--- src/rtl/tone_sequencer.sv ---
// Note-table sequencer feeding freq_hertz/tone_enable to the square-wave divider.
// Define TONE_SEQ_GAP_EN to insert GAP_MS ms of silence between consecutive notes.
module tone_sequencer #(
  parameter int unsigned CLOCK_FREQ = 50_000_000,
  parameter int unsigned WIDTH      = 32,
  parameter int unsigned DEPTH      = 16,
  parameter int unsigned DUR_WIDTH  = 16,
  parameter int unsigned GAP_MS     = 10
) (
  input  logic                     clk,
  input  logic                     reset,
  input  logic                     wr_en,
  input  logic [$clog2(DEPTH)-1:0] wr_addr,
  input  logic [WIDTH-1:0]         wr_freq,
  input  logic [DUR_WIDTH-1:0]     wr_dur,
  input  logic [$clog2(DEPTH):0]   length,
  input  logic                     loop,
  input  logic                     start,
  input  logic                     stop,
  output logic [WIDTH-1:0]         freq_hertz,
  output logic                     tone_enable,
  output logic                     busy,
  output logic [$clog2(DEPTH)-1:0] note_index,
  output logic                     done
);

  localparam int unsigned AW         = $clog2(DEPTH);
  localparam int unsigned LW         = AW + 1;
  localparam int unsigned TicksPerMs = CLOCK_FREQ / 1000;
  localparam int unsigned PW         = (TicksPerMs > 1) ? $clog2(TicksPerMs) : 1;

`ifdef TONE_SEQ_GAP_EN
  localparam int unsigned GapMs = (GAP_MS == 0) ? 1 : GAP_MS;
  localparam int unsigned GW    = $clog2(GapMs + 1);

  typedef enum logic [2:0] {
    StIdle,
    StLoad,
    StPlay,
    StGap,
    StDone
  } state_e;

  logic [GW-1:0] gap_cnt;
`else
  typedef enum logic [2:0] {
    StIdle,
    StLoad,
    StPlay,
    StDone
  } state_e;
`endif

  state_e state;

  logic [WIDTH-1:0]     freq_mem [DEPTH];
  logic [DUR_WIDTH-1:0] dur_mem  [DEPTH];

  logic [LW-1:0]        len_q;
  logic                 loop_q;
  logic [DUR_WIDTH-1:0] dur_cnt;
  logic [PW-1:0]        prescale;

  logic                 ms_tick;
  logic                 last_slot;
  logic                 seq_end;
  logic [AW-1:0]        next_index;
  logic [LW-1:0]        len_clamped;
  logic [WIDTH-1:0]     rd_freq;
  logic [DUR_WIDTH-1:0] rd_dur;
  logic [DUR_WIDTH-1:0] dur_load;

  // Note RAM: no reset, writable in every state.
  always_ff @(posedge clk) begin
    if (wr_en) begin
      freq_mem[wr_addr] <= wr_freq;
      dur_mem[wr_addr]  <= wr_dur;
    end
  end

  always_comb begin
    ms_tick     = (prescale == PW'(TicksPerMs - 1));
    last_slot   = !({1'b0, note_index} < (len_q - LW'(1)));
    seq_end     = last_slot && !loop_q;
    next_index  = last_slot ? '0 : note_index + AW'(1);
    len_clamped = (length > LW'(DEPTH)) ? LW'(DEPTH) : length;
    rd_freq     = freq_mem[note_index];
    rd_dur      = dur_mem[note_index];
    dur_load    = (rd_dur == '0) ? DUR_WIDTH'(1) : rd_dur;
  end

  always_ff @(posedge clk) begin
    if (reset) begin
      state       <= StIdle;
      freq_hertz  <= '0;
      tone_enable <= 1'b0;
      busy        <= 1'b0;
      note_index  <= '0;
      done        <= 1'b0;
      len_q       <= '0;
      loop_q      <= 1'b0;
      dur_cnt     <= '0;
      prescale    <= '0;
`ifdef TONE_SEQ_GAP_EN
      gap_cnt     <= '0;
`endif
    end else if (stop) begin
      state       <= StIdle;
      freq_hertz  <= '0;
      tone_enable <= 1'b0;
      busy        <= 1'b0;
      done        <= 1'b0;
    end else begin
      done     <= 1'b0;
      prescale <= ms_tick ? '0 : prescale + PW'(1);
      unique case (state)
        StIdle: begin
          if (start && (length != '0)) begin
            len_q      <= len_clamped;
            loop_q     <= loop;
            note_index <= '0;
            busy       <= 1'b1;
            state      <= StLoad;
          end
        end
        // Registered read of the slot is the RAM's synchronous read port.
        StLoad: begin
          freq_hertz  <= rd_freq;
          tone_enable <= (rd_freq != '0);
          dur_cnt     <= dur_load;
          prescale    <= '0;
          state       <= StPlay;
        end
        StPlay: begin
          if (ms_tick) begin
            if (dur_cnt == DUR_WIDTH'(1)) begin
              if (seq_end) begin
                freq_hertz  <= '0;
                tone_enable <= 1'b0;
                done        <= 1'b1;
                state       <= StDone;
              end else begin
                note_index <= next_index;
`ifdef TONE_SEQ_GAP_EN
                freq_hertz  <= '0;
                tone_enable <= 1'b0;
                gap_cnt     <= GW'(GapMs);
                prescale    <= '0;
                state       <= StGap;
`else
                state       <= StLoad;
`endif
              end
            end else begin
              dur_cnt <= dur_cnt - DUR_WIDTH'(1);
            end
          end
        end
`ifdef TONE_SEQ_GAP_EN
        StGap: begin
          if (ms_tick) begin
            if (gap_cnt == GW'(1)) begin
              state <= StLoad;
            end else begin
              gap_cnt <= gap_cnt - GW'(1);
            end
          end
        end
`endif
        StDone: begin
          busy  <= 1'b0;
          state <= StIdle;
        end
        default: begin
          state <= StIdle;
        end
      endcase
    end
  end

endmodule

--- config.mk ---
export PLATFORM = sky130hd
export DESIGN_NAME = tone_sequencer
export DESIGN_NICKNAME = d
export VERILOG_FILES = /design/src/rtl/tone_sequencer.sv
export SDC_FILE = /design/constraint.sdc
export NUM_CORES = 1
export LEC_CHECK = 0
export ABC_AREA = 1
export ABC_CLOCK_PERIOD_IN_PS = 12100
export CAP_MARGIN = 20
export CORE_MARGIN = 3
export CORE_UTILIZATION = 66
export CTS_CLUSTER_DIAMETER = 40
export DETAILED_ROUTE_END_ITERATION = 16
export PLACE_DENSITY_LB_ADDON = 0.3
export SLEW_MARGIN = 20
export SYNTH_ARGS = -nofsm -noshare
export SYNTH_HDL_FRONTEND = slang
export SYNTH_SLANG_ARGS = --single-unit
--- constraint.sdc ---
create_clock -name clk -period 12.1 [get_ports clk]
set_clock_uncertainty 0.2 [all_clocks]
set_input_delay 3.63 -clock clk [delete_from_list [all_inputs] [get_ports clk]]
set_output_delay 3.63 -clock clk [all_outputs]
set_load 0.01 [all_outputs]
==> impl_summary.md <==
Final layout
The final layout contains 3324 nets. The area added between synthesis and finish is 13.9%. The number of inserted filler cells in the final layout is 3047. In the final layout, the share of cells above drive strength 1 is 6.63%.

Min path
The path with the worst hold slack has its endpoint at freq_hertz[7]$_SDFFE_PP0P_. Counting instances, the worst hold path has a depth of 2. The worst hold path belongs to the class flip-flop to flip-flop.

The critical hold path startpoint is freq_hertz[7]$_SDFFE_PP0P_.

Worst setup path
The endpoint of the lowest-slack register-to-register path is tone_enable$_SDFFE_PP0P_. The critical path endpoint category is a flip-flop. At the worst endpoint, the required time is 12410 ps. Counting cells, the worst reg-to-reg path comes to 14. The worst setup path is launched from an input pin. The critical path goes through clkdlybuf4s50_1 > inv_1 > nand3_1 > inv_1 > o311ai_0 > o211ai_1 > inv_1. For this run, the slowest stage of the critical path takes 640 ps. The dominant cell type by count on the critical path is sky130_fd_sc_hd__inv_1. The critical path is of the input pin to flip-flop type.

For the worst setup path, the data arrival time is 6290 ps. On the critical path, the stage with the largest delay is an instance of sky130_fd_sc_hd__inv_1. The setup check on the worst reg-to-reg path leaves a slack of 7310 ps. The highest net fanout along the worst path is 24.

Timing
Setup violations remaining at the end of the flow were counted as 0. The count of pins over their slew limit is 0. The upper clock frequency limit is 167 MHz. The normalized max-slew margin is 25.1%. The count of endpoints failing hold in the final timing report is 0. The worst slack on hold paths is 262 ps. The smallest clock period supported by the final layout is computed as 5980 ps. After routing, the total negative slack on setup checks comes to 0 ps.

The final critical-path share of the clock period is 49.4%. Setup repair after global routing left no endpoint under its margin. For the pin with the worst max-slew slack, the measured transition is 1120 ps.

Flow run
The max-capacitance violation count is 0.

Floorplanning
The core region is 51900 sq um. Once the floorplan was initialized, standard cells occupied 67.4% of the core. The floorplan step defined a die boundary enclosing 55900 sq um.

The height of the chip is 236 um. The width of the chip is 236 um. The floorplan has 83 rows. The number of ports placed on the die boundary is 102.

Detailed routing
The initial DRC count is 2852. The routed design has 85.0 mm of wire. The DRC violations left is 0. The number of search-and-repair iterations in the first detailed-routing pass is 6.

The post-detailed-route wirelength per cell is 21.2 um. After detailed routing, the number of vias per cell comes to 6.07. Once detail routing completed, the nets flagged for antenna violations numbered 0. The number of vias after detailed routing is 24400.

Placement
Port buffering added 101 buffers. The congestion estimate from routability-driven global placement came to 0.807. Detailed placement ended at an HPWL of 43.7 mm.

Synthesis
Ranked by total cell area, the synthesized netlist is headed by sky130_fd_sc_hd__edfxtp_1, sky130_fd_sc_hd__nand2_1, sky130_fd_sc_hd__nor2_1, sky130_fd_sc_hd__nand3_1, sky130_fd_sc_hd__dfxtp_1. The number of enable flip-flop cells after synthesis is 768. The count of unique library cells instantiated by Yosys is 39.

The proportion of synthesized area in mux cells is 0%. The adder-cell share of the synthesized area is 0.286%. The post-synthesis compound-gate area fraction is 6.16%. After synthesis, the share of flip-flops with an asynchronous set or reset is 0%.

Synthesis produced a netlist whose cell count is 3195. After synthesis, the largest area contributor takes up 65.8% of total cell area. The total standard cell area after synthesis is 35000 sq um. Synthesis inferred 851 register bits. When the netlist entered floorplanning its net count stood at 3266. The most common cell in the synthesized netlist is sky130_fd_sc_hd__edfxtp_1. The average cell area after synthesis is 11.0 sq um.

The top cell type by total area after synthesis is sky130_fd_sc_hd__edfxtp_1. Yosys printed 0 warnings. After synthesis, the largest family of logic cells by area is simple AND/OR/NAND/NOR gates. By count the netlist is led by sky130_fd_sc_hd__edfxtp_1, sky130_fd_sc_hd__nand2_1, sky130_fd_sc_hd__nor2_1.

Of the total synthesized cell area, the portion taken by XOR and XNOR cells is 0.250%. After synthesis, flip-flops and latches occupy 70.6% of the total area. Summing the areas of all and, or, nand and nor instances in the mapped netlist gives 18.2% of the synthesized area.

The prevailing post-synth register cell is sky130_fd_sc_hd__edfxtp_1.

Pwr
The internal power contribution is 5.21 mW. In this run the power density over the cells is 166 nW/um^2. In this run, the clock network consumes 46.6% of the power.

Net switching is 21.1% of the power. The leakage dissipation is 14.4 nW. For this design the total switching power over the nets is 1.39 mW.

The share of total power dissipated in combinational logic is 3.7%. The peak supply drop is 0.135 mV. Per report_power, the sequential group accounts for 49.7% of the total.

Global routing
The global route total overflow is 0. The global-route total usage across every layer is 30.0%. The first global-routing pass estimated 131 mm of wire. The number of antenna violations at the first check in global routing came to 2. The maximum number of pins on one net before global-route repair is 197. The via count of the first global-routing pass was 24400.

CTS
In this run, post-CTS repair resized a total of 0 instances. The clock net in this run drives a total of 851 sinks. The number of H-tree levels is 3. In this run the deepest clock path goes through 3 buffers. The clock insertion delay at the later pin of the skew report is 640 ps. The post-CTS repair timing setup buffer count is 0. The number of buffers added to fix hold violations after cts is 0. The clock input transition at the sequential cells of the worst setup and hold paths is 60 ps. The CTS tree is yes.

The number of CTS-inserted buffers is 102. Clock tree synthesis selected as its root buffer the cell sky130_fd_sc_hd__clkbuf_16.

Status
The run finished with clean final reports.
## power groups by stage
stage | Clock (mW) | Combinational (mW) | Sequential, mW
floorplan | 0 | 0.118 | 3.34
global placement | 0 | 0.227 | 3.34
detailed placement | 0 | 0.235 | 3.35
CTS | 3.10 | 0.239 | 3.28
global route | 3.21 | 0.264 | 3.29
finish | 3.08 | 0.242 | 3.29
## worst max-delay path by stage
| stage | start | to | slack [ps] |
|---|---|---|---|
| 6_report | stop | dur_cnt[15]$_SDFFE_PP0P_ | 6120 |
| 5_1_grt | stop | dur_cnt[15]$_SDFFE_PP0P_ | 5890 |
| 4_1_cts | stop | dur_cnt[15]$_SDFFE_PP0P_ | 6190 |
| 3_5_place_dp | stop | dur_cnt[10]$_SDFFE_PP0P_ | 5520 |
| 3_3_place_gp | stop | dur_cnt[15]$_SDFFE_PP0P_ | 5580 |
| 2_1_floorplan | wr_addr[0] | dur_mem[13][0]$_DFFE_PP_ | 5590 |
## cells in the final DEF (no fill, tap or decap), drive strengths merged, types with 16 or more instances in the layout
| master | instances |
|---|---|
| buf | 33 |
| nand3 | 338 |
| edfxtp | 768 |
| nor2 | 465 |
| clkinv | 25 |
| a21oi | 76 |
| o21ai | 216 |
| o211ai | 67 |
| nor3 | 16 |
| inv | 202 |
| clkdlybuf4s50 | 101 |
| clkbuf | 125 |
| dfxtp | 83 |
| nand2 | 730 |
## per-layer routing
layer	vias up	GRT usage, %	part of all wire [%]
met1	11700	39.0	38
met5	-	0	0.016
met3	242	4.96	9.5
li1	11100	-	-
met4	2	13.2	3.6
met2	1387	50.2	49
## worst max-delay path, delay by kind of cell
| family | cells | cell delay, ps |
|---|---|---|
| and+or+nand+nor | 1 | 460 |
| AOI/OAI and AO/OA | 2 | 410 |
| buffers and inverters | 4 | 1780 |
## registers in the layout, indices dropped and copies added, names as in the netlist, named ones only
register	count
freq_mem	512
dur_mem	256
freq_hertz	32
dur_cnt	16
prescale	16
len_q	5
note_index	4
state	2
busy	1
done	1
loop_q	1
tone_enable	1
## kinds of logic after synthesis
family	count (synthesis)
AND/OR/NAND/NOR	1569
flip-flops	851
AO/OA/AOI/OAI	385
buffers and inverters	372
XOR/XNOR	10
adder cells (fa/ha/maj)	8
## final cells by class
type                    instances  area (sq um)  share of cell area, %
diodes                          1          2.50                0.00627
repair buffers                134          1270                   3.19
well taps                     680           851                   2.13
flip-flops and latches        851         24700                   62.0
clock buffers                 125          2710                   6.79
inverters                     192           737                   1.85
clock inverters                61           724                   1.82
multi-input cells            1972          8860                   22.2
## stage by stage
| stage | std cells | worst slack (ps) | cell area [sq um] | util, % | total power, mW |
|---|---|---|---|---|---|
| 2_1_floorplan | 3195 | 5590 | 35000 | - | 3.46 |
| 4_1_cts | 4015 | 6190 | 39900 | 76.8 | 6.62 |
| 3_5_place_dp | 3829 | 5520 | 36500 | 70.2 | 3.58 |
| 6_report | 4016 | 6120 | 39900 | 76.8 | 6.61 |
| 3_3_place_gp | 3829 | 5580 | 36500 | 70.2 | 3.57 |
| 5_1_grt | 4016 | 5890 | 39900 | 76.8 | 6.77 |
Power figures use the tool's default switching activity.
